### config.mk
export PLATFORM = sky130hd
export DESIGN_NAME = tcam
export DESIGN_NICKNAME = d
export VERILOG_FILES = /design/src/rtl/tcam_pkg.sv /design/src/rtl/tcam_prio_enc.sv /design/src/rtl/tcam.sv
export SDC_FILE = /design/constraint.sdc
export NUM_CORES = 1
export LEC_CHECK = 0
export BUFFER_PORTS_ARGS = -buffer_cell sky130_fd_sc_hd__buf_2
export CORE_ASPECT_RATIO = 1.25
export CORE_MARGIN = 2
export CORE_UTILIZATION = 57
export DETAILED_ROUTE_END_ITERATION = 7
export GPL_TIMING_DRIVEN = 0
export PLACE_DENSITY = 0.77
export SETUP_SLACK_MARGIN = 0.05
export SYNTH_ARGS = -nofsm -noshare
export SYNTH_HDL_FRONTEND = slang
export SYNTH_HIERARCHICAL = 1
export SYNTH_SLANG_ARGS = --single-unit
export TNS_END_PERCENT = 100
### constraint.sdc
create_clock -name i_clk -period 18.5 [get_ports i_clk]
set_clock_uncertainty 0.1 [all_clocks]
set_input_delay 3.7 -clock i_clk [delete_from_list [all_inputs] [get_ports i_clk]]
set_output_delay 3.7 -clock i_clk [all_outputs]
set_load 0.01 [all_outputs]
### src/rtl/tcam_pkg.sv
// -----------------------------------------------------------------------------
// tcam_pkg
// Shared defaults and types for the ternary CAM.
//   TCAM_WIDTH : default key/entry width in bits
//   TCAM_DEPTH : default number of entries
//   TCAM_AW    : default address width, $clog2(TCAM_DEPTH)
//   entry_t    : one stored entry {value, care, valid}. Don't-care bits of
//                value are held at 0.
// -----------------------------------------------------------------------------
package tcam_pkg;

  localparam int TCAM_WIDTH = 16;
  localparam int TCAM_DEPTH = 16;
  localparam int TCAM_AW    = 4;

  typedef struct packed {
    logic [TCAM_WIDTH-1:0] value;
    logic [TCAM_WIDTH-1:0] care;
    logic                  valid;
  } entry_t;

endpackage : tcam_pkg

### src/rtl/tcam_prio_enc.sv
// -----------------------------------------------------------------------------
// tcam_prio_enc
// Combinational priority encoder: reports whether any match bit is set and
// the index of the lowest set bit.
// Ports:
//   i_match [DEPTH-1:0] : per-entry match vector
//   o_hit               : 1 when any bit of i_match is set
//   o_idx   [AW-1:0]    : index of the lowest set bit (0 when o_hit = 0)
// -----------------------------------------------------------------------------
module tcam_prio_enc #(
  parameter int DEPTH = 16,
  parameter int AW    = 4
) (
  input  logic [DEPTH-1:0] i_match,
  output logic             o_hit,
  output logic [AW-1:0]    o_idx
);

  logic [AW-1:0] w_idx;

  // Scan from the top down so the last assignment is the lowest set index.
  always_comb begin
    w_idx = '0;
    for (int i = DEPTH - 1; i >= 0; i--) begin
      w_idx = i_match[i] ? AW'(i) : w_idx;
    end
  end

  assign o_hit = |i_match;
  assign o_idx = w_idx;

endmodule : tcam_prio_enc

### src/rtl/tcam.sv
// -----------------------------------------------------------------------------
// tcam
// Ternary content-addressable memory with DEPTH entries of WIDTH bits.
// Entries are written by address as {value, care mask}; a search compares a
// ternary key against every valid entry in parallel and registers the lowest
// matching address and its stored value one cycle later.
// Optional feature (macro TCAM_CLEAR_EN): adds input i_clear, which
// invalidates every entry and takes priority over a same-cycle write.
// Ports:
//   i_clk    : clock, all state on posedge
//   i_rst    : asynchronous active-high reset
//   i_we     : write strobe, entry i_waddr <= {i_data & i_mask, i_mask}
//   i_waddr  : write address (addresses >= DEPTH are ignored)
//   i_data   : write value or search key
//   i_search : search strobe
//   o_saddr  : lowest matching entry address (0 on miss)
//   o_sdata  : stored value of the matching entry (0 on miss)
//   o_found  : 1 when the last search hit a valid entry
//   i_mask   : care mask for writes and searches, 1 = care
//   i_clear  : (TCAM_CLEAR_EN only) invalidate all entries
// -----------------------------------------------------------------------------
module tcam
  import tcam_pkg::*;
#(
  parameter int WIDTH = TCAM_WIDTH,
  parameter int DEPTH = TCAM_DEPTH,
  parameter int AW    = TCAM_AW
) (
  input  logic             i_clk,
  input  logic             i_rst,
  input  logic             i_we,
  input  logic [AW-1:0]    i_waddr,
  input  logic [WIDTH-1:0] i_data,
  input  logic             i_search,
  output logic [AW-1:0]    o_saddr,
  output logic [WIDTH-1:0] o_sdata,
  output logic             o_found,
`ifdef TCAM_CLEAR_EN
  input  logic [WIDTH-1:0] i_mask,
  input  logic             i_clear
`else
  input  logic [WIDTH-1:0] i_mask
`endif
);

  // Storage, kept under these exact names for hierarchical inspection.
  logic [WIDTH-1:0] mem   [DEPTH];
  logic [WIDTH-1:0] care  [DEPTH];
  logic [DEPTH-1:0] valid;

  logic [DEPTH-1:0] w_match;
  logic             w_hit;
  logic [AW-1:0]    w_idx;
  logic             w_wr_ok;

  logic [AW-1:0]    r_saddr;
  logic [WIDTH-1:0] r_sdata;
  logic             r_found;

  // A bit participates only where both the entry and the key care about it.
  function automatic logic ternary_match(
    input logic [WIDTH-1:0] f_value,
    input logic [WIDTH-1:0] f_care,
    input logic [WIDTH-1:0] f_key,
    input logic [WIDTH-1:0] f_kmask
  );
    return ((f_value ^ f_key) & f_care & f_kmask) == '0;
  endfunction

  assign w_wr_ok = i_we && ({1'b0, i_waddr} < (AW+1)'(DEPTH));

  // Entry storage: reset, optional bulk invalidate, then addressed write.
  always_ff @(posedge i_clk or posedge i_rst) begin
    if (i_rst) begin
      for (int i = 0; i < DEPTH; i++) begin
        mem[i]  <= '0;
        care[i] <= '0;
      end
      valid <= '0;
    end
`ifdef TCAM_CLEAR_EN
    else if (i_clear) begin
      valid <= '0;
    end
`endif
    else if (w_wr_ok) begin
      mem[i_waddr]   <= i_data & i_mask;
      care[i_waddr]  <= i_mask;
      valid[i_waddr] <= 1'b1;
    end
  end

  // Parallel compare of the key against every stored entry.
  always_comb begin
    w_match = '0;
    for (int i = 0; i < DEPTH; i++) begin
      w_match[i] = valid[i] && ternary_match(mem[i], care[i], i_data, i_mask);
    end
  end

  tcam_prio_enc #(
    .DEPTH (DEPTH),
    .AW    (AW)
  ) u_prio_enc (
    .i_match (w_match),
    .o_hit   (w_hit),
    .o_idx   (w_idx)
  );

  // Search result registers; they hold whenever no search is issued. The
  // compare uses pre-edge storage, so a same-cycle write is not visible yet.
  always_ff @(posedge i_clk or posedge i_rst) begin
    if (i_rst) begin
      r_found <= 1'b0;
      r_saddr <= '0;
      r_sdata <= '0;
    end else if (i_search) begin
      r_found <= w_hit;
      r_saddr <= w_hit ? w_idx : '0;
      r_sdata <= w_hit ? mem[w_idx] : '0;
    end else begin
      r_found <= r_found;
      r_saddr <= r_saddr;
      r_sdata <= r_sdata;
    end
  end

  assign o_found = r_found;
  assign o_saddr = r_saddr;
  assign o_sdata = r_sdata;

endmodule : tcam

==> flow_summary.yaml <==
synth:
  synth-async-reset-ratio: 1.00
  synth.largest_area_cell: "dfrtp_1"
  synth.area.top_cells: "dfrtp_1, mux2_2, nand2_1"
  netlist_instances: 2472
  synth.lib_cells_used.distinct: 44
  synthDominantCellAreaShare: 0.514
  synth.cell_area_um2: 26700
  syn_area_per_cell_um2: 10.8
  synth_fp_nets: 2512
  yosys_reg_bits: 549
  yosys_warnings: 6
  number_of_enable_flip_flop_cells_after_synthesis: 0
  ys_dominant_reg_cell: "dfrtp_1"
  seq_area_frac_synth: 0.514
flow_run:
  maxCapViolCount: 0
layout:
  nNetsFinal: 2626
  final_common_cell: "dfrtp_1"
  final_non_filler_cells: 3216
  fraction_of_layout_instances_using_a_drive_strength_above_1: 0.205
  layout_common_cells: "dfrtp_1, nand2_1, o21ai_0"
  area_growth_pct: 11.2
cts:
  post_cts_resize_count: 0
  clock_latency_ns: 0.63
  post-cts-setup-buffer-count: 0
  clk_path_buf_depth: 3
  clock_sinks: 549
  clk_root_buffer_cell: "clkbuf_16"
  holdBufCountCts: 0
  clk_transition_reported_paths_ns: 0.06
  h-tree-depth: 2
  tritoncts.num_buffers: 55
  tritoncts: "built"
floorplan:
  rows: 88
  die-height_um: 246
  floorplan.die.width_um: 198
  dieArea_um2: 48700
  start_util: 0.578
  boundary_pins: 61
  fp.coreArea_um2: 46200
pwr:
  switchingPower_uw: 1420
  ir_worst_vdd_mv: 0.0983
  pwr-share-clk: 0.277
  switching_share: 0.351
  power.static_leakage_uw: 0.0131
  share_seq_of_total_power: 0.400
  power_density_nw_per_um2: 136
  power.internal_uw: 2620
  comb_power_share: 0.323
timing:
  fin_setup_tns_ns: 0
  clock.fmax_ghz: 0.127
  worst_pin_slew_ns: 0.925
  rsz0062_at_grt: "no"
  worst_slew_margin_rel: 0.383
  setup_viol: 0
  fin_crit_sh: 0.424
  finalMaxSlewViolations: 0
  layout_setup_ws_ns: 10.66
  final_period_minus_worst_setup_slack_ns: 7.84
  finalHoldViolCount: 0
route:
  via_count: 20594
  met3RoutedLength_mm: 5.95
  detail_route.first_pass.iterations: 6
  initialDrtViolationCount: 1998
  top_layer: "met4"
  detailed_route_wirelength_on_metal2_mm: 41.1
  route.layer.met1.wl_mm: 32.0
  drt-total-wl_mm: 85.8
  detailed_route_vias_per_instance: 6.40
  post-route-drc-count: 0
  route.antenna.remaining_nets: 0
  route.detailed.wl_per_inst_um: 26.7
worst_setup_path:
  crit_path_start_kind: "primary input"
  worstPathRequired_ns: 18.87
  worst_path_dominant_cell_family: "buffers and inverters"
  path_cells: "buf_2 -> clkbuf_1 -> clkbuf_1 -> nand2_1 -> o21ai_0 -> nor4_2 -> nor4_2 -> nand3_1 -> or3_1 -> nand3_1 -> clkbuf_1 -> a221oi_1 -> o21ai_0 -> o221ai_1"
  maximum_cell_stage_delay_along_the_critical_path_ns: 0.73
  setup.reg_to_reg.worst_slack_ns: 13.95
  crit_type: "primary input to register"
  reg2reg_depth: 14
  worstPathBufferInverterCount: 4
  regToRegStartpoint: "mem[83]"
  reg2reg_to: "o_sdata[11]"
  crit_slowest_cell: "clkbuf_1"
  crit_path_end_kind: "register"
  critical_path.most_common_cell: "clkbuf_1"
  critical_path.max_fanout: 10
  worst-endpoint-arrival_ns: 8.22
min_path:
  min_delay_worst_endpoint: "valid[7]"
  hold_start: "valid[7]"
  whs_path_depth: 1
  hold_path.class: "register to register"
status:
  status: "finished clean"
grt:
  grtUsageTotal: 0.362
  grt_antenna_before_repair: 3
  pin_count_of_the_biggest_net_entering_global_routing: 46
  grt_overflow_total: 0
  grt_pass1_vias: 21044
  wire_length_of_the_first_global_routing_pass_mm: 129
place:
  port-buffer-count: 43
  place.detailed.instances: 3114
  dpl.hpwl_mm: 67.2
  gp_routability_congestion: 0.995
  pre_cts_slack_ns: 10.25
[final cells by class]
type | count | area [um2]
Fill cell | 3663 | 16500
Antenna cell | 3 | 7.51
Buffer | 204 | 963
Timing Repair Buffer | 57 | 495
Clock buffer | 84 | 1640
Inverter | 15 | 60.1
Tap cell | 585 | 732
Clock inverter | 15 | 130
Sequential cell | 549 | 13700
Multi-Input combinational cell | 1704 | 12000
[cell families after synthesis]
group | Yosys count | synth area share
AOI/OAI and AO/OA | 409 | 0.0840
DFF | 549 | 0.514
buffers and inverters | 219 | 0.0381
xor gates and xnor gates | 256 | 0.0841
muxes | 364 | 0.166
and+or+nand+nor | 675 | 0.114
[per-layer routing]
layer / vias to the layer above / global-route usage
li1: 8812 / -
met1: 10380 / 0.446
met3: 353 / 0.0504
met2: 1049 / 0.594
met4: 0 / 0.247
met5: - / 0
[worst reg2reg max path, stage by stage, from the launching register on]
cell	delay [ns]
dfrtp_1	0.42
xnor2_1	0.17
o22ai_1	0.17
or4_1	0.64
nor4_2	0.49
nor2_1	0.17
o31ai_1	0.11
nand2_1	0.09
a31oi_1	0.18
buf_2	0.23
buf_4	0.29
buf_2	0.45
inv_2	0.25
o21ai_0	0.42
o221ai_1	0.22
[per-stage QoR]
| step | hold slack [ns] | cell area, um2 | util | total power, uW |
|---|---|---|---|---|
| final | 0.361 | 29700 | 0.643 | 4040 |
| after global routing | 0.375 | 29700 | 0.643 | 4190 |
| after CTS | 0.364 | 29700 | 0.643 | 4010 |
| after detailed placement | 0.346 | 28000 | 0.605 | 2910 |
| after global placement | 0.342 | 27700 | 0.599 | 2850 |
| after floorplan | 0.327 | 26700 | - | 2470 |
[worst max-delay path by stage]
| stage | startpoint | end | slack, ns | cells past startpoint |
|---|---|---|---|---|
| finish | i_mask[10] | o_sdata[11] | 10.66 | 14 |
| CTS | i_mask[10] | o_sdata[12] | 10.89 | 14 |
| floorplan | i_rst | care[0] | 7.23 | 1 |
| global placement | i_rst | care[195] | 4.47 | 2 |
| detailed placement | i_mask[10] | o_sdata[11] | 10.25 | 14 |
| global route | i_mask[7] | o_sdata[4] | 10.56 | 15 |
[flip-flops by register name, indices dropped and copies added (netlist names)]
signal and flops:
o_sdata 16, mem 256, valid 16, o_found 1, o_saddr 4, care 256
[cells in the mapped netlist (2+ instances only)]
cell / instances
buf_4: 9
a31oi_1: 2
nor4_2: 17
a21oi_1: 14
or4_1: 16
mux2_2: 255
buf_2: 64
a22oi_1: 11
buf_1: 2
xor2_1: 112
o22ai_1: 65
nand2_1: 442
nand4_1: 16
nor2b_1: 5
nand2b_1: 19
clkbuf_1: 119
buf_6: 9
nand3b_1: 2
o21ai_0: 294
xnor2_1: 143
inv_1: 14
nor2_1: 10
mux2i_1: 70
nand3_1: 137
dfrtp_1: 549
or3_1: 2
a32oi_1: 11
o221ai_1: 5
a221oi_1: 5
and3_1: 2
mux4_2: 37
mux2_1: 2
[power groups by stage]
stage / sequential [uW] / clock (uW) / combinational (uW)
2_1_floorplan: 1580 / 0 / 890
3_3_place_gp: 1620 / 0 / 1230
3_5_place_dp: 1630 / 0 / 1280
4_1_cts: 1610 / 1120 / 1280
5_1_grt: 1640 / 1170 / 1370
6_report: 1620 / 1120 / 1310
(Power assumes the default switching activity.)
